==> src/rtl/host_spi_slave_pkg.sv <==
// Shared types and frame field widths for the host SPI slave.
// Field widths, FSM state encoding and bit-counter sizing helper.
package host_spi_slave_pkg;

  localparam int CMD_BITS  = 8;
  localparam int ADDR_BITS = 8;

  typedef enum logic [2:0] {
    ST_WAIT_CS,
    ST_IDLE,
    ST_CMD,
    ST_ADDR,
    ST_DATA,
    ST_OVERRUN
  } state_e;

  function automatic int cnt_width(input int data_bits);
    return $clog2(CMD_BITS + ADDR_BITS + data_bits) + 1;
  endfunction

endpackage

==> src/rtl/host_spi_slave_if.sv <==
// Decoded-frame bus from the SPI slave to the slot drivers.
// master: driven by host_spi_slave; slave: consumed by slot drivers.
interface host_spi_slave_if
  import host_spi_slave_pkg::*;
#(
  parameter int DATA_BITS = 48
);

  logic [CMD_BITS-1:0]  spi_cmd_r;
  logic                 spi_cmd_valid_r;
  logic [ADDR_BITS-1:0] spi_addr_r;
  logic                 spi_addr_valid_r;
  logic [DATA_BITS-1:0] spi_data_r;
  logic                 spi_data_valid_r;
  logic                 spi_done;
  logic                 frame_error;

  modport master (
    output spi_cmd_r,
    output spi_cmd_valid_r,
    output spi_addr_r,
    output spi_addr_valid_r,
    output spi_data_r,
    output spi_data_valid_r,
    output spi_done,
    output frame_error
  );

  modport slave (
    input spi_cmd_r,
    input spi_cmd_valid_r,
    input spi_addr_r,
    input spi_addr_valid_r,
    input spi_data_r,
    input spi_data_valid_r,
    input spi_done,
    input frame_error
  );

endinterface

==> src/rtl/host_spi_slave_sync_edge.sv <==
// Multi-flop synchroniser with rise/fall strobes for one async pin.
// Ports: clk, rst_n, d (async in), q (sync level), rise, fall.
module host_spi_slave_sync_edge #(
  parameter int SYNC_STAGES = 2
) (
  input  logic clk,
  input  logic rst_n,
  input  logic d,
  output logic q,
  output logic rise,
  output logic fall
);

  logic [SYNC_STAGES-1:0] sync_q;
  logic [SYNC_STAGES-1:0] sync_d;
  logic                   prev_q;
  logic                   prev_d;

  always_comb begin
    sync_d = {sync_q[SYNC_STAGES-2:0], d};
    prev_d = sync_q[SYNC_STAGES-1];
  end

  // Reset low: a chip select held low through reset never looks idle.
  always_ff @(posedge clk or negedge rst_n) begin
    if (!rst_n) begin
      sync_q <= '0;
      prev_q <= 1'b0;
    end else begin
      sync_q <= sync_d;
      prev_q <= prev_d;
    end
  end

  assign q    = sync_q[SYNC_STAGES-1];
  assign rise = q & ~prev_q;
  assign fall = ~q & prev_q;

endmodule

==> src/rtl/host_spi_slave.sv <==
// SPI mode-0 slave: deserialises cmd/addr/data frames, returns rd_data.
// Ports: clk, resetn, host_* pins, rd_data, bus (decoded frame outputs).
module host_spi_slave
  import host_spi_slave_pkg::*;
#(
  parameter int DATA_BITS   = 48,
  parameter int SYNC_STAGES = 2
) (
  input  logic                 clk,
  input  logic                 resetn,
  input  logic                 host_sck,
  input  logic                 host_cs_n,
  input  logic                 host_mosi,
  output logic                 host_miso,
  input  logic [DATA_BITS-1:0] rd_data,
  host_spi_slave_if.master     bus
);

  localparam int CNT_W = cnt_width(DATA_BITS);
  localparam logic [CNT_W-1:0] CNT_MAX  = '1;
  localparam logic [CNT_W-1:0] CNT_CMD  = CNT_W'(CMD_BITS);
  localparam logic [CNT_W-1:0] CNT_ADDR = CNT_W'(CMD_BITS + ADDR_BITS);
  localparam logic [CNT_W-1:0] CNT_DATA =
    CNT_W'(CMD_BITS + ADDR_BITS + DATA_BITS);

  logic sck_lvl, sck_rise, sck_fall;
  logic cs_lvl, cs_rise, cs_fall;
  logic mosi_lvl;

  logic [SYNC_STAGES-1:0] mosi_q, mosi_d;

  state_e               state_q, state_d;
  logic [CNT_W-1:0]     cnt_q, cnt_d, cnt_inc;
  logic [DATA_BITS-1:0] rx_q, rx_d;
  logic [CMD_BITS-1:0]  cmd_q, cmd_d;
  logic [ADDR_BITS-1:0] addr_q, addr_d;
  logic [DATA_BITS-1:0] data_q, data_d;
  logic                 cmd_v_q, cmd_v_d;
  logic                 addr_v_q, addr_v_d;
  logic                 data_v_q, data_v_d;
  logic                 done_q, done_d;
  logic                 err_q, err_d;
  logic [DATA_BITS-1:0] miso_q, miso_d;
  logic [1:0]           ld_q, ld_d;

  host_spi_slave_sync_edge #(
    .SYNC_STAGES (SYNC_STAGES)
  ) u_sck_sync (
    .clk   (clk),
    .rst_n (resetn),
    .d     (host_sck),
    .q     (sck_lvl),
    .rise  (sck_rise),
    .fall  (sck_fall)
  );

  host_spi_slave_sync_edge #(
    .SYNC_STAGES (SYNC_STAGES)
  ) u_cs_sync (
    .clk   (clk),
    .rst_n (resetn),
    .d     (host_cs_n),
    .q     (cs_lvl),
    .rise  (cs_rise),
    .fall  (cs_fall)
  );

  // Same depth as the sck chain, so mosi_lvl is the bit at sck_rise.
  always_comb begin
    mosi_d   = {mosi_q[SYNC_STAGES-2:0], host_mosi};
    mosi_lvl = mosi_q[SYNC_STAGES-1];
  end

  always_comb begin
    state_d  = state_q;
    cnt_d    = cnt_q;
    rx_d     = rx_q;
    cmd_d    = cmd_q;
    addr_d   = addr_q;
    data_d   = data_q;
    cmd_v_d  = cmd_v_q;
    addr_v_d = addr_v_q;
    data_v_d = data_v_q;
    done_d   = 1'b0;
    err_d    = 1'b0;
    miso_d   = miso_q;
    ld_d     = {ld_q[0], 1'b0};
    cnt_inc  = (cnt_q == CNT_MAX) ? cnt_q : cnt_q + 1'b1;

    unique case (state_q)
      ST_WAIT_CS: begin
        // Bus must look idle (cs high, mode-0 sck low) first.
        if (cs_lvl && !sck_lvl) state_d = ST_IDLE;
      end
      ST_IDLE: begin
        if (cs_fall) begin
          state_d  = ST_CMD;
          cnt_d    = '0;
          cmd_v_d  = 1'b0;
          addr_v_d = 1'b0;
          data_v_d = 1'b0;
          miso_d   = '0;
        end
      end
      default: begin
        if (cs_rise) begin
          // cs_n edge wins over a coincident sck edge.
          state_d = ST_IDLE;
          done_d  = (cnt_q >= CNT_CMD);
          // Any count that is not whole bytes is malformed.
          err_d   = (cnt_q[2:0] != 3'd0);
        end else if (sck_rise) begin
          cnt_d = cnt_inc;
          rx_d  = {rx_q[DATA_BITS-2:0], mosi_lvl};
          if (state_q == ST_CMD && cnt_inc == CNT_CMD) begin
            cmd_d   = rx_d[CMD_BITS-1:0];
            cmd_v_d = 1'b1;
            state_d = ST_ADDR;
          end
          if (state_q == ST_ADDR && cnt_inc == CNT_ADDR) begin
            addr_d   = rx_d[ADDR_BITS-1:0];
            addr_v_d = 1'b1;
            ld_d[0]  = 1'b1;
            state_d  = ST_DATA;
          end
          if (state_q == ST_DATA && cnt_inc == CNT_DATA) begin
            data_d   = rx_d;
            data_v_d = 1'b1;
            state_d  = ST_OVERRUN;
          end
        end else if (sck_fall && state_q == ST_DATA
                     && cnt_q > CNT_ADDR) begin
          // The fall closing the last addr bit keeps the MSB on MISO.
          miso_d = {miso_q[DATA_BITS-2:0], 1'b0};
        end
      end
    endcase

    if (ld_q[1]) miso_d = rd_data;
  end

  always_ff @(posedge clk or negedge resetn) begin
    if (!resetn) begin
      mosi_q   <= '0;
      state_q  <= ST_WAIT_CS;
      cnt_q    <= '0;
      rx_q     <= '0;
      cmd_q    <= '0;
      addr_q   <= '0;
      data_q   <= '0;
      cmd_v_q  <= 1'b0;
      addr_v_q <= 1'b0;
      data_v_q <= 1'b0;
      done_q   <= 1'b0;
      err_q    <= 1'b0;
      miso_q   <= '0;
      ld_q     <= '0;
    end else begin
      mosi_q   <= mosi_d;
      state_q  <= state_d;
      cnt_q    <= cnt_d;
      rx_q     <= rx_d;
      cmd_q    <= cmd_d;
      addr_q   <= addr_d;
      data_q   <= data_d;
      cmd_v_q  <= cmd_v_d;
      addr_v_q <= addr_v_d;
      data_v_q <= data_v_d;
      done_q   <= done_d;
      err_q    <= err_d;
      miso_q   <= miso_d;
      ld_q     <= ld_d;
    end
  end

  assign host_miso = (state_q == ST_DATA) & miso_q[DATA_BITS-1];

  assign bus.spi_cmd_r        = cmd_q;
  assign bus.spi_cmd_valid_r  = cmd_v_q;
  assign bus.spi_addr_r       = addr_q;
  assign bus.spi_addr_valid_r = addr_v_q;
  assign bus.spi_data_r       = data_q;
  assign bus.spi_data_valid_r = data_v_q;
  assign bus.spi_done         = done_q;
  assign bus.frame_error      = err_q;

endmodule

==> src/flat_wrapper.sv <==
// flat-port wrapper written by rule: the top's interface ports become plain ports
module host_spi_slave_flat import host_spi_slave_pkg::*;
#(
  parameter int DATA_BITS   = 48,
  parameter int SYNC_STAGES = 2
)
  (clk, resetn, host_sck, host_cs_n, host_mosi, host_miso, rd_data, bus_spi_cmd_r, bus_spi_cmd_valid_r, bus_spi_addr_r, bus_spi_addr_valid_r, bus_spi_data_r, bus_spi_data_valid_r, bus_spi_done, bus_frame_error);
  host_spi_slave_if #(.DATA_BITS(DATA_BITS)) bus_i ();
  input  logic clk;
  input  logic resetn;
  input  logic host_sck;
  input  logic host_cs_n;
  input  logic host_mosi;
  output logic host_miso;
  input  logic [DATA_BITS-1:0] rd_data;
  output wire logic [$bits(bus_i.spi_cmd_r)-1:0] bus_spi_cmd_r;
  output wire logic [$bits(bus_i.spi_cmd_valid_r)-1:0] bus_spi_cmd_valid_r;
  output wire logic [$bits(bus_i.spi_addr_r)-1:0] bus_spi_addr_r;
  output wire logic [$bits(bus_i.spi_addr_valid_r)-1:0] bus_spi_addr_valid_r;
  output wire logic [$bits(bus_i.spi_data_r)-1:0] bus_spi_data_r;
  output wire logic [$bits(bus_i.spi_data_valid_r)-1:0] bus_spi_data_valid_r;
  output wire logic [$bits(bus_i.spi_done)-1:0] bus_spi_done;
  output wire logic [$bits(bus_i.frame_error)-1:0] bus_frame_error;
  assign bus_spi_cmd_r = bus_i.spi_cmd_r;
  assign bus_spi_cmd_valid_r = bus_i.spi_cmd_valid_r;
  assign bus_spi_addr_r = bus_i.spi_addr_r;
  assign bus_spi_addr_valid_r = bus_i.spi_addr_valid_r;
  assign bus_spi_data_r = bus_i.spi_data_r;
  assign bus_spi_data_valid_r = bus_i.spi_data_valid_r;
  assign bus_spi_done = bus_i.spi_done;
  assign bus_frame_error = bus_i.frame_error;
  host_spi_slave #(.DATA_BITS(DATA_BITS), .SYNC_STAGES(SYNC_STAGES)) u_core (.clk(clk), .resetn(resetn), .host_sck(host_sck), .host_cs_n(host_cs_n), .host_mosi(host_mosi), .host_miso(host_miso), .rd_data(rd_data), .bus(bus_i));
endmodule
==> config.mk <==
export PLATFORM = sky130hd
export DESIGN_NAME = host_spi_slave_flat
export DESIGN_NICKNAME = d
export VERILOG_FILES = /design/src/rtl/host_spi_slave_pkg.sv /design/src/rtl/host_spi_slave_if.sv /design/src/rtl/host_spi_slave_sync_edge.sv /design/src/rtl/host_spi_slave.sv /design/src/flat_wrapper.sv
export SDC_FILE = /design/constraint.sdc
export NUM_CORES = 1
export LEC_CHECK = 0
export BUFFER_PORTS_ARGS = -buffer_cell sky130_fd_sc_hd__buf_2
export CORE_AREA = 2 2 127 129
export CTS_CLUSTER_DIAMETER = 60
export DETAILED_ROUTE_END_ITERATION = 12
export DIE_AREA = 0 0 129 131
export MAX_ROUTING_LAYER = met4
export PLACE_DENSITY = 0.75
export SKIP_LAST_GASP = 1
export SLEW_MARGIN = 20
export SYNTH_ARGS = -nofsm -noshare
export SYNTH_HDL_FRONTEND = slang
export SYNTH_SLANG_ARGS = --single-unit
==> constraint.sdc <==
create_clock -name clk -period 3.6 [get_ports clk]
set_input_delay 1.08 -clock clk [delete_from_list [all_inputs] [get_ports clk]]
set_output_delay 1.08 -clock clk [all_outputs]
set_load 0.05 [all_outputs]
==> results.toml, run 1 <==
[critical_path]
worst_ep_arrival_time_ns = 3.23
cp_endpoint_kind = "register"
worst_ep_required_time_ns = 3.91
timing.critical_path.from_type = "register"
timing_worst_setup_path_type = "reg2reg"
critical_path_buf_inv_count = 1
slowest_cell_delay_on_critical_path_ns = 0.54
critical_path_peak_fanout = 10
critical_path.top_delay_family = "simple AND/OR/NAND/NOR gates"
slowest_cell_on_the_critical_path = "sky130_fd_sc_hd__nor4_4"
crit_chain = "inv_1, ha_1, or3b_1, a311oi_1, or2_2, nand3_4, nor4_4, mux2_2"

[timing]
finClkSkew_ns = 0.0125
timing.fmax_mhz = 342
final-setup-viol-count = 0
relSlewSlack_pct = 35.2
worstMarginPinSlew_ns = 0.969
fin_crit_sh_pct = 81.2
unrepaired_setup_endpoints_after_global_routing = "no"
final.setup.tns_ns = 0
hold_viol = 0
timing.final.crit_period_ns = 2.92
report.final.slew_viol_count = 0

[min_path]
worstHoldPathType = "reg2reg"

[drt]
wirelength_um = 15700
detail_route.vias_per_cell = 5.23
drtIter0Drc = 294
detailroute.via_count = 5536
drt_pass_1_iters = 5
routed_wire_length_per_instance_um = 14.8
remaining_drc_errors = 0
antenna_left = 0

[final_layout]
design.final.nets = 883
design_area_um2 = 9120
syn2layout_area_growth_pct = 18.8
final_common_cell = "sky130_fd_sc_hd__nand2_1"
layout_common_cells = "sky130_fd_sc_hd__nand2_1, sky130_fd_sc_hd__dfrtp_1, sky130_fd_sc_hd__buf_2"
final_cells = 1059
fin_util_pct = 58.5
post_route_cells_drive_above_1_share_pct = 28.3

[pwr]
vdd.ir_drop.worst_mv = 0.340
share_comb_of_total_power_pct = 16.1
power_switching_share_pct = 28.6
power_density_nw_per_um2 = 606
switchingPower_mw = 1.58
design_power_total_mw = 5.52
clock_power_share_pct = 35.5
p_leak_nw = 4.84
sequentialPowerShare_pct = 48.4
p_int_mw = 3.94

[floorplan]
floorplan.die.height_um = 131
core.rowCount = 46
die-area_um2 = 16900
die_w_um = 129
count_of_pins_on_the_block_boundary = 123
initial_utilization_pct = 49.2
core_region_area_um2 = 15600

[place]
numPortBuffers = 122
gp_congestion = 0.850
post_dp_cell_area_um2 = 8490
placed_cells = 1025
dp_hpwl_um = 9820

[yosys]
asyncSetResetFlopFracSynth_pct = 100
yosys_most_used_dff = "sky130_fd_sc_hd__dfrtp_1"
yosys_warnings = 0
distinct_cells_synth = 48
syn_avg_cell_area_um2 = 10.6
postSynthNetCount = 781
seq_area_frac_synth_pct = 60.0
synth_area_um2 = 7680
synth_edf_count = 0
ys_seq_elements = 184
syn_inst = 726

[global_route]
grt_pass1_wl_um = 25400
first_global_vias = 5061
grt_use_total_pct = 19.6
global_route.overflow_total = 0
grt_start_max_net_pins = 78
antenna_violations_before_repair = 2

[cts]
post_cts_resized = 0
cts_made_buffers = 17
tritoncts_num_sinks = 184
tritoncts = "built"
cts_max_level = 4
cts_root_buf = "sky130_fd_sc_hd__clkbuf_16"
worst_setup_hold_path_clk_slew_ns = 0.07
clock_insertion_delay_worst_skew_ns = 0.43
cts_hold_buffers = 0
clk_path_buf_depth = 2
post-cts-setup-buffers = 0

[status]
run_status = "finished, final reports clean"

[job]
max_cap_violations = 0
-- path summary, 6_finish.rpt --
path	startpoint	to	slack [ns]	cells past startpoint
max in group asynchronous	resetn	u_core.miso_q[29]	2.21	2
worst max register to register	u_core.cnt_q[0]	u_core.bus.spi_addr_r[4]	0.68	8
worst min-delay path	u_core.mosi_q[0]	u_core.mosi_q[1]	0.35	0
min in group asynchronous	resetn	u_core.bus.spi_cmd_r[3]	0.68	1
worst min register to register	u_core.mosi_q[0]	u_core.mosi_q[1]	0.35	0
worst max-delay path	u_core.cnt_q[0]	u_core.bus.spi_addr_r[4]	0.68	8
-- synth_stat cells, types with 5 or more instances --
library cell,n,area share [%]
sky130_fd_sc_hd__and2_1,5,0.41
sky130_fd_sc_hd__nand3_1,8,0.52
sky130_fd_sc_hd__a21oi_1,54,3.5
sky130_fd_sc_hd__nor2_1,7,0.34
sky130_fd_sc_hd__buf_2,6,0.39
sky130_fd_sc_hd__nand2_1,196,9.6
sky130_fd_sc_hd__clkbuf_1,37,1.8
sky130_fd_sc_hd__inv_1,5,0.24
sky130_fd_sc_hd__o21ai_0,54,3.5
sky130_fd_sc_hd__mux2_2,64,9.4
sky130_fd_sc_hd__and3_1,49,4.0
sky130_fd_sc_hd__dfrtp_1,184,60
-- layout make-up --
class | count | area [um^2]
diodes | 2 | 5.00
fillers | 1354 | 6480
multi-input cells | 489 | 2870
repair buffers | 131 | 724
clock buffers | 17 | 425
clock inverters | 15 | 201
flip-flops and latches | 184 | 4610
well taps | 216 | 270
inverters | 5 | 18.8
-- worst reg2reg max path: stages, from the launching register on --
cell and delay [ns]:
sky130_fd_sc_hd__dfrtp_1 0.47, sky130_fd_sc_hd__inv_1 0.08, sky130_fd_sc_hd__ha_1 0.33, sky130_fd_sc_hd__or3b_1 0.36
sky130_fd_sc_hd__a311oi_1 0.28, sky130_fd_sc_hd__or2_2 0.23, sky130_fd_sc_hd__nand3_4 0.11, sky130_fd_sc_hd__nor4_4 0.54
sky130_fd_sc_hd__mux2_2 0.42
-- flip-flops by register name, indices dropped and copies added (netlist names), 2 cells and up --
register and cells:
u_core.cnt_q 7, u_core.u_cs_sync.sync_q 2, u_core.ld_q 2, u_core.miso_q 48, u_core.bus.spi_addr_r 8, u_core.mosi_q 2, u_core.bus.spi_cmd_r 8, u_core.rx_q 47
u_core.bus.spi_data_r 48, u_core.u_sck_sync.sync_q 2, u_core.state_q 3
-- power groups by stage --
stage / sequential [mW] / combinational (mW) / clock [mW]
4_1_cts: 2.66 / 0.901 / 2.01
6_report: 2.67 / 0.891 / 1.96
2_1_floorplan: 2.64 / 0.684 / 0
5_1_grt: 2.71 / 1.04 / 2.10
3_3_place_gp: 2.69 / 0.864 / 0
3_5_place_dp: 2.70 / 0.892 / 0
-- cells by family after synthesis --
kind of cell | synth area share (%)
simple gates | 17.6
fa+ha+maj | 0.326
buf+inv | 2.88
mux | 9.52
xor+xnor | 0.228
compound gates | 9.47
flops | 60.0
-- routing by layer --
metal  GRT usage [%]  wire length [um]  vias up
li1                -                 -     2684
met1            26.8              7180     2688
met2            28.3              7310      151
met3            6.51              1080       13
met4            5.43               147        0
met5               -                 0        -
-- per-stage QoR --
| step | setup WS, ns | hold WS, ns |
|---|---|---|
| after global routing | 0.466 | 0.360 |
| after detailed placement | 0.695 | 0.336 |
| after floorplan | 1.00 | 0.331 |
| after CTS | 0.689 | 0.355 |
| after global placement | 0.780 | 0.334 |
| final | 0.675 | 0.354 |
Power figures use the tool's default switching activity.
==> run 2: changes to the inputs <==
- ABC_AREA: default -> 1
- PLACE_DENSITY: 0.75 -> 0.77
- clock period: 3.6 -> 2.4 ns (I/O delays scaled with it)
==> run 2 against run 1 <==
Synthesized cell count grew 11%. Sequential cell count is the same. Sequential power grew 25%. Final area shrank 1.1%. Clock skew shrank 0.0045 ns. Core utilization shrank 0.65 points. Area after synthesis shrank 1.4%. Critical path type is now reg2out. Largest cell class unchanged.
==> results.toml, run 2 <==
[pwr]
vdd.ir_drop.worst_mv = 0.482
p_leak_nw = 4.41
power_density_nw_per_um2 = 767

[place]
dp_hpwl_um = 10800
numPortBuffers = 122
pre_cts_ws_ns = 0.150
gp_congestion = 0.851

[cts]
cts_made_buffers = 17
clk_path_buf_depth = 2
cts_root_buf = "sky130_fd_sc_hd__clkbuf_16"
cts_max_level = 4
tritoncts = "built"
cts_hold_buffers = 0
clock_insertion_delay_worst_skew_ns = 0.42
tritoncts_num_sinks = 184
worst_setup_hold_path_clk_slew_ns = 0.06

[critical_path]
worst_ep_required_time_ns = 1.68
regToRegEndpoint = "u_core.bus.spi_addr_r[2]"
critical_path_peak_fanout = 6
worst_r2r_startpoint = "u_core.cnt_q[0]"
setup.worst_path.end = "host_miso"
worst_r2r_path_depth = 12
cp_endpoint_kind = "output port"
setup_crit_start = "u_core.state_q[0]"
timing_worst_setup_path_type = "reg2out"
slack_of_the_worst_reg_to_reg_path_ns = 0.22
timing.critical_path.from_type = "register"
worst_ep_arrival_time_ns = 1.56

[min_path]
worstHoldPathType = "in2async"

[final_layout]
design.final.nets = 981
insertedDiodeCount = 0
post_route_cells_drive_above_1_share_pct = 20.8
final_common_cell = "sky130_fd_sc_hd__nand2_1"
syn2layout_area_growth_pct = 19.2
layout_common_cells = "sky130_fd_sc_hd__nand2_1, sky130_fd_sc_hd__dfrtp_1, sky130_fd_sc_hd__buf_2"

[global_route]
antenna_violations_before_repair = 0
groute.layer.met1.usage_pct = 26.5
first_global_vias = 5472
grt_pass1_wl_um = 26600
global_route.usage.met2_pct = 31.2
grt_start_max_net_pins = 65
grtUsageMet3_pct = 6.31
global_route.peak_usage_layer = "met2"
global_route.overflow_total = 0
grt_use_total_pct = 20.4

[yosys]
ys_top_cells_by_area = "sky130_fd_sc_hd__dfrtp_1, sky130_fd_sc_hd__nand2_1, sky130_fd_sc_hd__o21ai_0, sky130_fd_sc_hd__o221ai_1, sky130_fd_sc_hd__inv_1"
yosysTopAreaCellShare_pct = 60.8
seq_area_frac_synth_pct = 60.8
syn_avg_cell_area_um2 = 9.37
synthTopCellsByCount = "sky130_fd_sc_hd__nand2_1, sky130_fd_sc_hd__dfrtp_1, sky130_fd_sc_hd__o21ai_0"
asyncSetResetFlopFracSynth_pct = 100
postSynthNetCount = 863
post_synth_top_area_cell = "sky130_fd_sc_hd__dfrtp_1"
post-synth-top-count-cell = "sky130_fd_sc_hd__nand2_1"
synth_edf_count = 0
synth_area_um2 = 7570
yosys_warnings = 0
distinct_cells_synth = 33
syn_inst = 808
ys_seq_elements = 184
yosys_most_used_dff = "sky130_fd_sc_hd__dfrtp_1"

[floorplan]
floorplan.die.height_um = 131
core.rowCount = 46
count_of_pins_on_the_block_boundary = 123
core_region_area_um2 = 15600
die-area_um2 = 16900
initial_utilization_pct = 48.5
die_w_um = 129

[timing]
worstMarginPinSlew_ns = 0.726
finalWorstSetupSlack_ns = 0.115
timing.fmax_mhz = 438
timing.final.crit_period_ns = 2.28
unrepaired_setup_endpoints_after_global_routing = "no"
finClkSkew_ns = 0.00804
hold_viol = 0
fin_crit_sh_pct = 95.2
relSlewSlack_pct = 51.5
final-setup-viol-count = 0
final.setup.tns_ns = 0
report.final.slew_viol_count = 0

[drt]
drtIter0Drc = 302
drt_pass_1_iters = 5
wirelength_um = 15900
detail_route.vias_per_cell = 5.00
antenna_left = 0
remaining_drc_errors = 0
detailroute.via_count = 5770
routed_wire_length_per_instance_um = 13.8

[status]
run_status = "finished, final reports clean"

[job]
max_cap_violations = 0
## run 2: cell count changes in the layout (fill, tap and decap cells not counted), moves of 7 or more
cell / previous run / this run
sky130_fd_sc_hd__o21ai_0: 54 / 82
sky130_fd_sc_hd__nor2_1: 7 / 19
sky130_fd_sc_hd__nand2_1: 196 / 257
sky130_fd_sc_hd__mux2_2: 64 / 0
sky130_fd_sc_hd__and3_1: 49 / 0
sky130_fd_sc_hd__o21ai_2: 0 / 7
sky130_fd_sc_hd__nand4_1: 0 / 21
sky130_fd_sc_hd__inv_1: 5 / 72
sky130_fd_sc_hd__nand3_1: 8 / 22
sky130_fd_sc_hd__a21oi_1: 53 / 3
sky130_fd_sc_hd__buf_4: 6 / 17
sky130_fd_sc_hd__o21ai_1: 0 / 31
sky130_fd_sc_hd__o221ai_1: 0 / 32
## run 2: what timing repair did
item                       4_1_cts  5_1_grt
setup endpoints to repair        0       41
gates resized for setup          0        5
buffers inserted                 0        0
## run 2: how the worst min path moves through the flow
stage | startpoint | end | slack (ns) | depth (start not counted)
after global routing | resetn | u_core.miso_q[42] | 0.28 | 1
after CTS | resetn | u_core.miso_q[42] | 0.26 | 1
after detailed placement | u_core.u_cs_sync.sync_q[0] | u_core.u_cs_sync.sync_q[1] | 0.34 | 0
after global placement | u_core.ld_q[0] | u_core.ld_q[1] | 0.33 | 0
after floorplan | u_core.ld_q[0] | u_core.ld_q[1] | 0.33 | 0
final | resetn | u_core.miso_q[42] | 0.26 | 1
## run 2: critical path: stages (launching register included)
cell and delay (ns):
sky130_fd_sc_hd__dfrtp_1 0.45, sky130_fd_sc_hd__inv_1 0.15, sky130_fd_sc_hd__nand3_1 0.16, sky130_fd_sc_hd__nor2_1 0.17, sky130_fd_sc_hd__buf_4 0.22
## run 2: cells by family (layout without fill, tap and decap cells)
logic type,after synthesis,after routing,synth area share (%)
XOR/XNOR,1,1,0.116
AND/OR/NAND/NOR,338,338,18.9
flip-flops,184,184,60.8
buffers and inverters,117,248,6.48
AO/OA/AOI/OAI,166,166,13.4
adder cells (fa/ha/maj),2,2,0.331
## run 2: metal layers
metal / share of wire (%) / wire length [um]
met3: 5.9 / 946
met1: 47 / 7520
met2: 46 / 7290
met5: 0 / 0
met4: 1.1 / 170
## run 2: cell type report
type | count | area [um^2]
Clock buffer | 21 | 460
Tap cell | 216 | 270
Multi-Input combinational cell | 507 | 2490
Timing Repair Buffer | 141 | 793
Clock inverter | 11 | 121
Inverter | 75 | 282
Fill cell | 1436 | 6580
Sequential cell | 184 | 4600
## run 2: stage by stage
stage               hold slack [ns]  total power, mW  instances  instance area (um^2)  utilization [%]
CTS                           0.263             6.97       1155                  9010             57.7
finish                        0.261             6.92       1155                  9020             57.8
floorplan                     0.331             3.91        808                  7570                -
detailed placement            0.336             4.21       1123                  8420             54.0
global placement              0.334             4.19       1123                  8420             54.0
global route                  0.276             7.26       1155                  9020             57.8
## run 2: power breakdown
part | total (mW) | internal (mW) | switching [mW]
clock | 2.76 | 1.59 | 1.17
combinational | 0.831 | 0.260 | 0.572
sequential | 3.33 | 3.23 | 0.101
total | 6.92 | 5.08 | 1.84
